### config.mk
export PLATFORM = sky130hd
export DESIGN_NAME = tff_bank
export DESIGN_NICKNAME = d
export VERILOG_FILES = /design/src/rtl/tff_bank.sv
export SDC_FILE = /design/constraint.sdc
export NUM_CORES = 1
export LEC_CHECK = 0
export BUFFER_PORTS_ARGS = -buffer_cell sky130_fd_sc_hd__buf_2
export CORE_MARGIN = 4
export CORE_UTILIZATION = 31
export DETAILED_ROUTE_END_ITERATION = 12
export GPL_TIMING_DRIVEN = 0
export PLACE_DENSITY = 0.56
export REMOVE_ABC_BUFFERS = 1
export SYNTH_ARGS = -nofsm -noshare
export SYNTH_HDL_FRONTEND = slang
export SYNTH_SLANG_ARGS = --single-unit
export TNS_END_PERCENT = 50
### constraint.sdc
create_clock -name clk -period 1.6 [get_ports clk]
set_input_delay 0.32 -clock clk [delete_from_list [all_inputs] [get_ports clk]]
set_output_delay 0.32 -clock clk [all_outputs]
set_load 0.005 [all_outputs]
### src/rtl/tff_bank.sv
// Bank of WIDTH T flip-flops: per-bit toggle, up/down counter, or parallel load.
// Optional registered parity output is enabled by defining TFF_BANK_PARITY_EN.
module tff_bank #(
   parameter int               WIDTH   = 8,
   parameter logic [WIDTH-1:0] RST_VAL = {WIDTH{1'b0}}
) (
   input  logic             clk,
   input  logic             rst,
   input  logic             en,
   input  logic [1:0]       mode,
   input  logic [WIDTH-1:0] t,
   input  logic [WIDTH-1:0] d,
   output logic [WIDTH-1:0] q,
   output logic [WIDTH-1:0] q_bar,
   output logic             tc,
   output logic [WIDTH-1:0] toggled
`ifdef TFF_BANK_PARITY_EN
   ,
   output logic             parity
`endif
);

   localparam logic [1:0] MODE_TOGGLE = 2'b00;
   localparam logic [1:0] MODE_UP     = 2'b01;
   localparam logic [1:0] MODE_DOWN   = 2'b10;
   localparam logic [1:0] MODE_LOAD   = 2'b11;

   logic [WIDTH-1:0] q_reg, q_bar_reg, toggled_reg;
   logic [WIDTH-1:0] q_next, up_t, dn_t;
   logic             tc_reg, tc_next;

   // Ripple T chains: a bit toggles when every lower bit is 1 (up) or 0 (down).
   assign up_t[0] = 1'b1;
   assign dn_t[0] = 1'b1;
   genvar gi;
   generate
      for (gi = 1; gi < WIDTH; gi++) begin : g_chain
         assign up_t[gi] = up_t[gi-1] &  q_reg[gi-1];
         assign dn_t[gi] = dn_t[gi-1] & ~q_reg[gi-1];
      end
   endgenerate

   always_comb begin
      q_next  = q_reg;
      tc_next = 1'b0;
      if (en) begin
         case (mode)
            MODE_TOGGLE: q_next = q_reg ^ t;
            MODE_UP: begin
               q_next  = q_reg ^ up_t;
               tc_next = &q_reg;
            end
            MODE_DOWN: begin
               q_next  = q_reg ^ dn_t;
               tc_next = ~|q_reg;
            end
            MODE_LOAD: q_next = d;
            default:   q_next = q_reg;
         endcase
      end
   end

   always_ff @(posedge clk or posedge rst) begin
      if (rst) begin
         q_reg       <= RST_VAL;
         q_bar_reg   <= ~RST_VAL;
         tc_reg      <= 1'b0;
         toggled_reg <= {WIDTH{1'b0}};
      end else begin
         q_reg       <= q_next;
         q_bar_reg   <= ~q_next;
         tc_reg      <= tc_next;
         toggled_reg <= q_reg ^ q_next;
      end
   end

   assign q       = q_reg;
   assign q_bar   = q_bar_reg;
   assign tc      = tc_reg;
   assign toggled = toggled_reg;

`ifdef TFF_BANK_PARITY_EN
   logic parity_reg;

   always_ff @(posedge clk or posedge rst) begin
      if (rst) parity_reg <= ^RST_VAL;
      else     parity_reg <= ^q_next;
   end

   assign parity = parity_reg;
`endif

endmodule
==> qor.yml, run 1 <==
drt-initial-drc-count: 50
clockRootBuffer: "clkbuf_8"
synthCells: 175
tns_ns: -0.0512
start_kind: "flop"
portBuffers: 45
post_synth.cell_area_avg_um2: 9.33
final_cell_area_um2: 2240
drive_above_1_share_pct: 47.8
status: "complete, but fails checks"
whs_ns: 0.242
synth_top_area_share_pct: 26.1
synthTopCellsByArea: "dfrtp_1, dfstp_2, nand2_1, ha_1, a21oi_1"
insertedDiodeCount: 0
synth-edff-count: 0
drv_cap: 0
drcViolationCount: 0
cts_tree: "done"
async_flop_share_pct: 100
antenna_left: 0
core_um2: 5110
dpl_cell_area_um2: 1880
crit_fanout: 5
clk_latency_ns: 0.27
fin_crit_sh_pct: 102
synth-seq-cells: 25
slew_headroom_pct: 37.3
rsz0062_at_grt: "yes"
drv_slew: 0
die_w_um: 80.6
hp-class: "input pin to asynchronous set/reset pin"
areaGrowthSynthToFinish_pct: 37.0
cp.arrival_ns: 1.85
leakage_nw: 0.979
end_kind: "flop"
dp_hpwl_um: 2860
cts_inserted_buffers: 3
die_y_um: 80.6
clockBufferDepth: 2
rows: 26
pre_cts_ws_ns: -1.06
powerDensity_nw_per_um2: 1020
path_class: "flop to flop"
finalPower_mw: 2.28
cts.sinks: 25
overflow: 0
synth_common_cells: "dfrtp_1, nand2_1, inv_1"
clk_pin_slew_ns: 0.10
ctsHoldBuffers: 0
peakVddDrop_mv: 0.347
dpl.cell_count: 276
start_util_pct: 32.0
grt_pass1_vias: 1493
gp_congestion: 0.761
synth-main-ff-cell: "dfrtp_1"
grt_use_total_pct: 13.6
synth_area_leader_cell: "dfrtp_1"
synth_warnings: 0
netlist_area_um2: 1630
fin_cells: 302
finClkSkew_ns: 0.00352
post-route-util_pct: 43.8
drtPass1Iterations: 4
postLayoutSetupSlackWorst_ns: -0.0290
yosysMostFrequentCell: "dfrtp_1"
ys_seq_area_share_pct: 38.9
hold_viol_final: 0
required_ns: 1.82
r2r_slack_ns: -0.03
grt_pass1_wl_um: 6970
setup_viol: 2
fillers: 528
fmaxAchievable_mhz: 614
ios: 46
antenna_found_initial: 0
grt_max_degree: 29
avgRoutedWirePerCell_um: 15.0
worstMarginPinSlew_ns: 0.939
drt-vias-per-instance: 5.15
finalNetCount: 258
dieArea_um2: 6490
fin_crit_ns: 1.63
cts.htree.levels: 1
failed_checks: "setup timing"
routed_wirelength_um: 4550
num_vias: 1555
post_synth_num_cell_types: 54
power breakdown:
part | switching (mW) | internal, mW
Combinational | 0.466 | 0.506
Clock | 0.227 | 0.175
Sequential | 0.110 | 0.796
final cells by class:
cell class	count	area (um2)	area share, %
inverters	10	43.8	1.96
well taps	70	87.6	3.91
flip-flops and latches	25	643	28.7
multi-input cells	126	1020	45.4
repair buffers	67	400	17.9
clock buffers	3	41.3	1.85
clock inverters	1	5.00	0.224
worst max-delay path, cell delays in order (launching register included):
cell	delay, ns
dfrtp_2	0.45
and3b_2	0.24
and3_4	0.18
or4b_4	0.53
and3_4	0.16
worst paths after layout:
kind	depth (start not counted)	startpoint	endpoint
setup / recovery	4	q[1]	q_bar[7]
hold / removal	2	rst	tc
setup reg to reg	4	q[1]	q_bar[7]
hold reg to reg	2	q[6]	tc
max in group asynchronous	2	rst	q[4]
min in group clk	3	d[4]	toggled[4]
placed cells by master, fill, tap and decap left out, drive strengths merged, types with 2 or more instances in the layout:
cell type	synthesis	layout
a22o	2	2
nand2b	3	3
buf	6	67
dfrtp	17	17
nand4	2	2
nand2	14	14
nor2b	3	3
inv	10	9
and3	4	4
dfstp	8	8
and4	3	3
xor2	3	3
a32oi	2	2
nor3b	2	2
xnor2	4	4
a31o	2	2
a221oi	2	2
and2	5	5
o311ai	3	3
clkbuf	8	3
a211oi	3	3
o2bb2ai	2	2
nand3	3	3
o311a	2	2
mux2i	2	2
ha	4	4
o21a	2	2
o21ai	7	7
nor2	8	8
a31oi	4	4
nand3b	5	5
a221o	4	4
a21oi	9	9
kinds of logic after synthesis:
group / Yosys count / share of synthesized area, %
AND/OR/NAND/NOR: 58 / 20.7
multiplexers: 3 / 1.92
flip-flops: 25 / 38.9
XOR/XNOR: 8 / 5.21
buffers and inverters: 24 / 6.28
adder cells (fa/ha/maj): 4 / 3.07
AO/OA/AOI/OAI: 53 / 23.9
routing by layer:
layer | vias up | wire (um) | GRT usage (%)
li1 | 762 | - | -
met1 | 752 | 2170 | 18.3
met5 | - | 0 | 0
met4 | 0 | 23 | 3.55
met2 | 39 | 2100 | 22.6
met3 | 2 | 259 | 1.91
repair_timing:
action,in CTS,in global routing
hold endpoints to repair,0,0
pin swaps,4,11
cloned,0,0
setup buffers,8,14
resized for setup,19,18
endpoints found under the setup margin,23,17
Note: power is estimated with default switching activity, not from simulation.
==> run 2, diff against run 1 <==
Settings changed: TNS_END_PERCENT 50 to 20.
==> qor.yml, run 2 (same netlist as run 1, synthesis figures left out) <==
p_sw_uw: 782  # -2.6%
clk_pin_slew_ns: 0.10  # about the same
endpoint: "toggled[1]"
layout_common_cells: "buf_2, nand2_1, buf_4"
hp-class: "input pin to asynchronous set/reset pin"
num_vias: 1527  # -1.8%
drtPass1Iterations: 4  # unchanged
drcViolationCount: 0  # unchanged
dp_hpwl_um: 2860  # unchanged
cp.arrival_ns: 1.79  # -0.06 ns
clockBufferDepth: 2  # unchanged
drt-initial-drc-count: 52  # +4.0%
fin_crit_ns: 1.62  # -0.0130 ns
path_class: "flop to flop"
fin_crit_sh_pct: 101  # -0.82 points
ios: 46  # unchanged
dieArea_um2: 6490  # unchanged
insertedDiodeCount: 0  # unchanged
rsz0062_at_grt: "yes"
rows: 26  # unchanged
timing.rr.start: "q[1]"
drv_cap: 0  # unchanged
drive_above_1_share_pct: 44.4  # -3.4 points
die_w_um: 80.6  # unchanged
areaGrowthSynthToFinish_pct: 32.6
antenna_left: 0  # unchanged
post-route-util_pct: 42.4  # -1.4 points
cts_inserted_buffers: 3  # unchanged
setup_viol: 2  # unchanged
finalNetCount: 251  # -2.7%
powerDensity_nw_per_um2: 1020  # +0.23%
ctsHoldBuffers: 0  # unchanged
drt-vias-per-instance: 5.18  # +0.53%
clockRootBuffer: "clkbuf_8"
die_y_um: 80.6  # unchanged
finClkSkew_ns: 0.00374  # +0.000219 ns
combPwrFrac_pct: 40.7  # -1.9 points
gp_congestion: 0.761  # unchanged
avgRoutedWirePerCell_um: 15.0  # -0.62%
clockPowerShare_pct: 17.9  # +0.3 points
hold_viol_final: 0  # unchanged
antenna_found_initial: 0  # unchanged
crit_start: "q[1]"
leakage_nw: 0.945  # -3.4%
r2r_end: "toggled[1]"
cts.htree.levels: 1  # unchanged
end_kind: "flop"
failed_checks: "setup timing"
p_sw_share_pct: 35.4  # +0.15 points
cts.sinks: 25  # unchanged
tns_ns: -0.0309  # +0.0202 ns
rr_worst_depth: 4  # unchanged
slew_headroom_pct: 37.6  # +0.27 points
crit_fanout: 5  # unchanged
portBuffers: 45  # unchanged
peakVddDrop_mv: 0.346  # -0.37%
core_um2: 5110  # unchanged
grt_use_total_pct: 13.6  # -0.023 points
start_util_pct: 32.0  # unchanged
overflow: 0  # unchanged
worstMarginPinSlew_ns: 0.935  # -0.00408 ns
status: "complete, but fails checks"
required_ns: 1.77  # -0.05 ns
whs_ns: 0.241  # -0.000695 ns
finalPower_mw: 2.21  # -3.0%
dpl_cell_area_um2: 1880  # unchanged
drv_slew: 0  # unchanged
grt_max_degree: 29  # unchanged
start_kind: "flop"
grt_pass1_vias: 1485  # -0.54%
power_frac_seq_pct: 41.4  # +1.7 points
cts_tree: "done"
postLayoutSetupSlackWorst_ns: -0.0160  # +0.0130 ns
r2r_slack_ns: -0.02  # about the same
fmaxAchievable_mhz: 619  # +0.81%
final_cell_area_um2: 2160  # -3.2%
grt_pass1_wl_um: 6960  # -0.20%
final_common_cell: "buf_2"
clk_latency_ns: 0.27  # about the same
routed_wirelength_um: 4410  # -2.9%
p_int_mw: 1.43  # -3.2%
==> run 2: layer usage <==
layer,GRT usage (%),routed length (um),part of all wire [%],vias up
li1,-,-,-,750
met1,18.3,2120,48,732
met2,22.5,2010,46,43
met3,1.91,256,5.8,2
met4,3.55,23,0.52,0
met5,0,0,0,-
==> run 2: power by group through the flow <==
| stage | combinational (mW) | clock, mW | sequential (mW) |
|---|---|---|---|
| 2_1_floorplan | 0.415 | 0 | 0.939 |
| 3_3_place_gp | 0.670 | 0 | 0.951 |
| 3_5_place_dp | 0.674 | 0 | 0.952 |
| 4_1_cts | 0.825 | 0.410 | 0.914 |
| 5_1_grt | 0.996 | 0.437 | 0.937 |
| 6_report | 0.900 | 0.395 | 0.916 |
==> run 2: worst min path at each step <==
stage	endpoint	depth (start not counted)	slack [ns]	start
after floorplan	q[0]	1	0.34	rst
after global placement	tc	2	0.59	rst
after detailed placement	tc	2	0.60	rst
after CTS	toggled[7]	2	0.30	rst
after global routing	toggled[1]	2	0.34	rst
final	tc	2	0.24	rst
==> run 2: final cells by class <==
class / instances / area, um2
Fill cell: 527 / 2940
Multi-Input combinational cell: 126 / 996
Sequential cell: 25 / 643
Timing Repair Buffer: 60 / 348
Tap cell: 70 / 87.6
Inverter: 10 / 43.8
Clock buffer: 3 / 41.3
Clock inverter: 1 / 5.00
==> run 2: timing repair <==
item	in CTS	in global routing
pin swaps	4	12
gates resized for setup	17	16
setup buffers	8	7
gates cloned	0	0
setup endpoints to repair	23	19
==> run 2: worst max-delay path, cell delays in order (launching register included) <==
cell and delay [ns]:
dfrtp_2 0.46, xor3_1 0.35, a222oi_1 0.43, xnor2_1 0.12
and2_1 0.16
==> run 2: stage by stage <==
stage	worst slack (ns)	cells
after floorplan	-0.419	161
after global placement	-1.04	276
after detailed placement	-1.06	276
after CTS	-0.0593	288
after global routing	-0.107	295
final	-0.0160	295
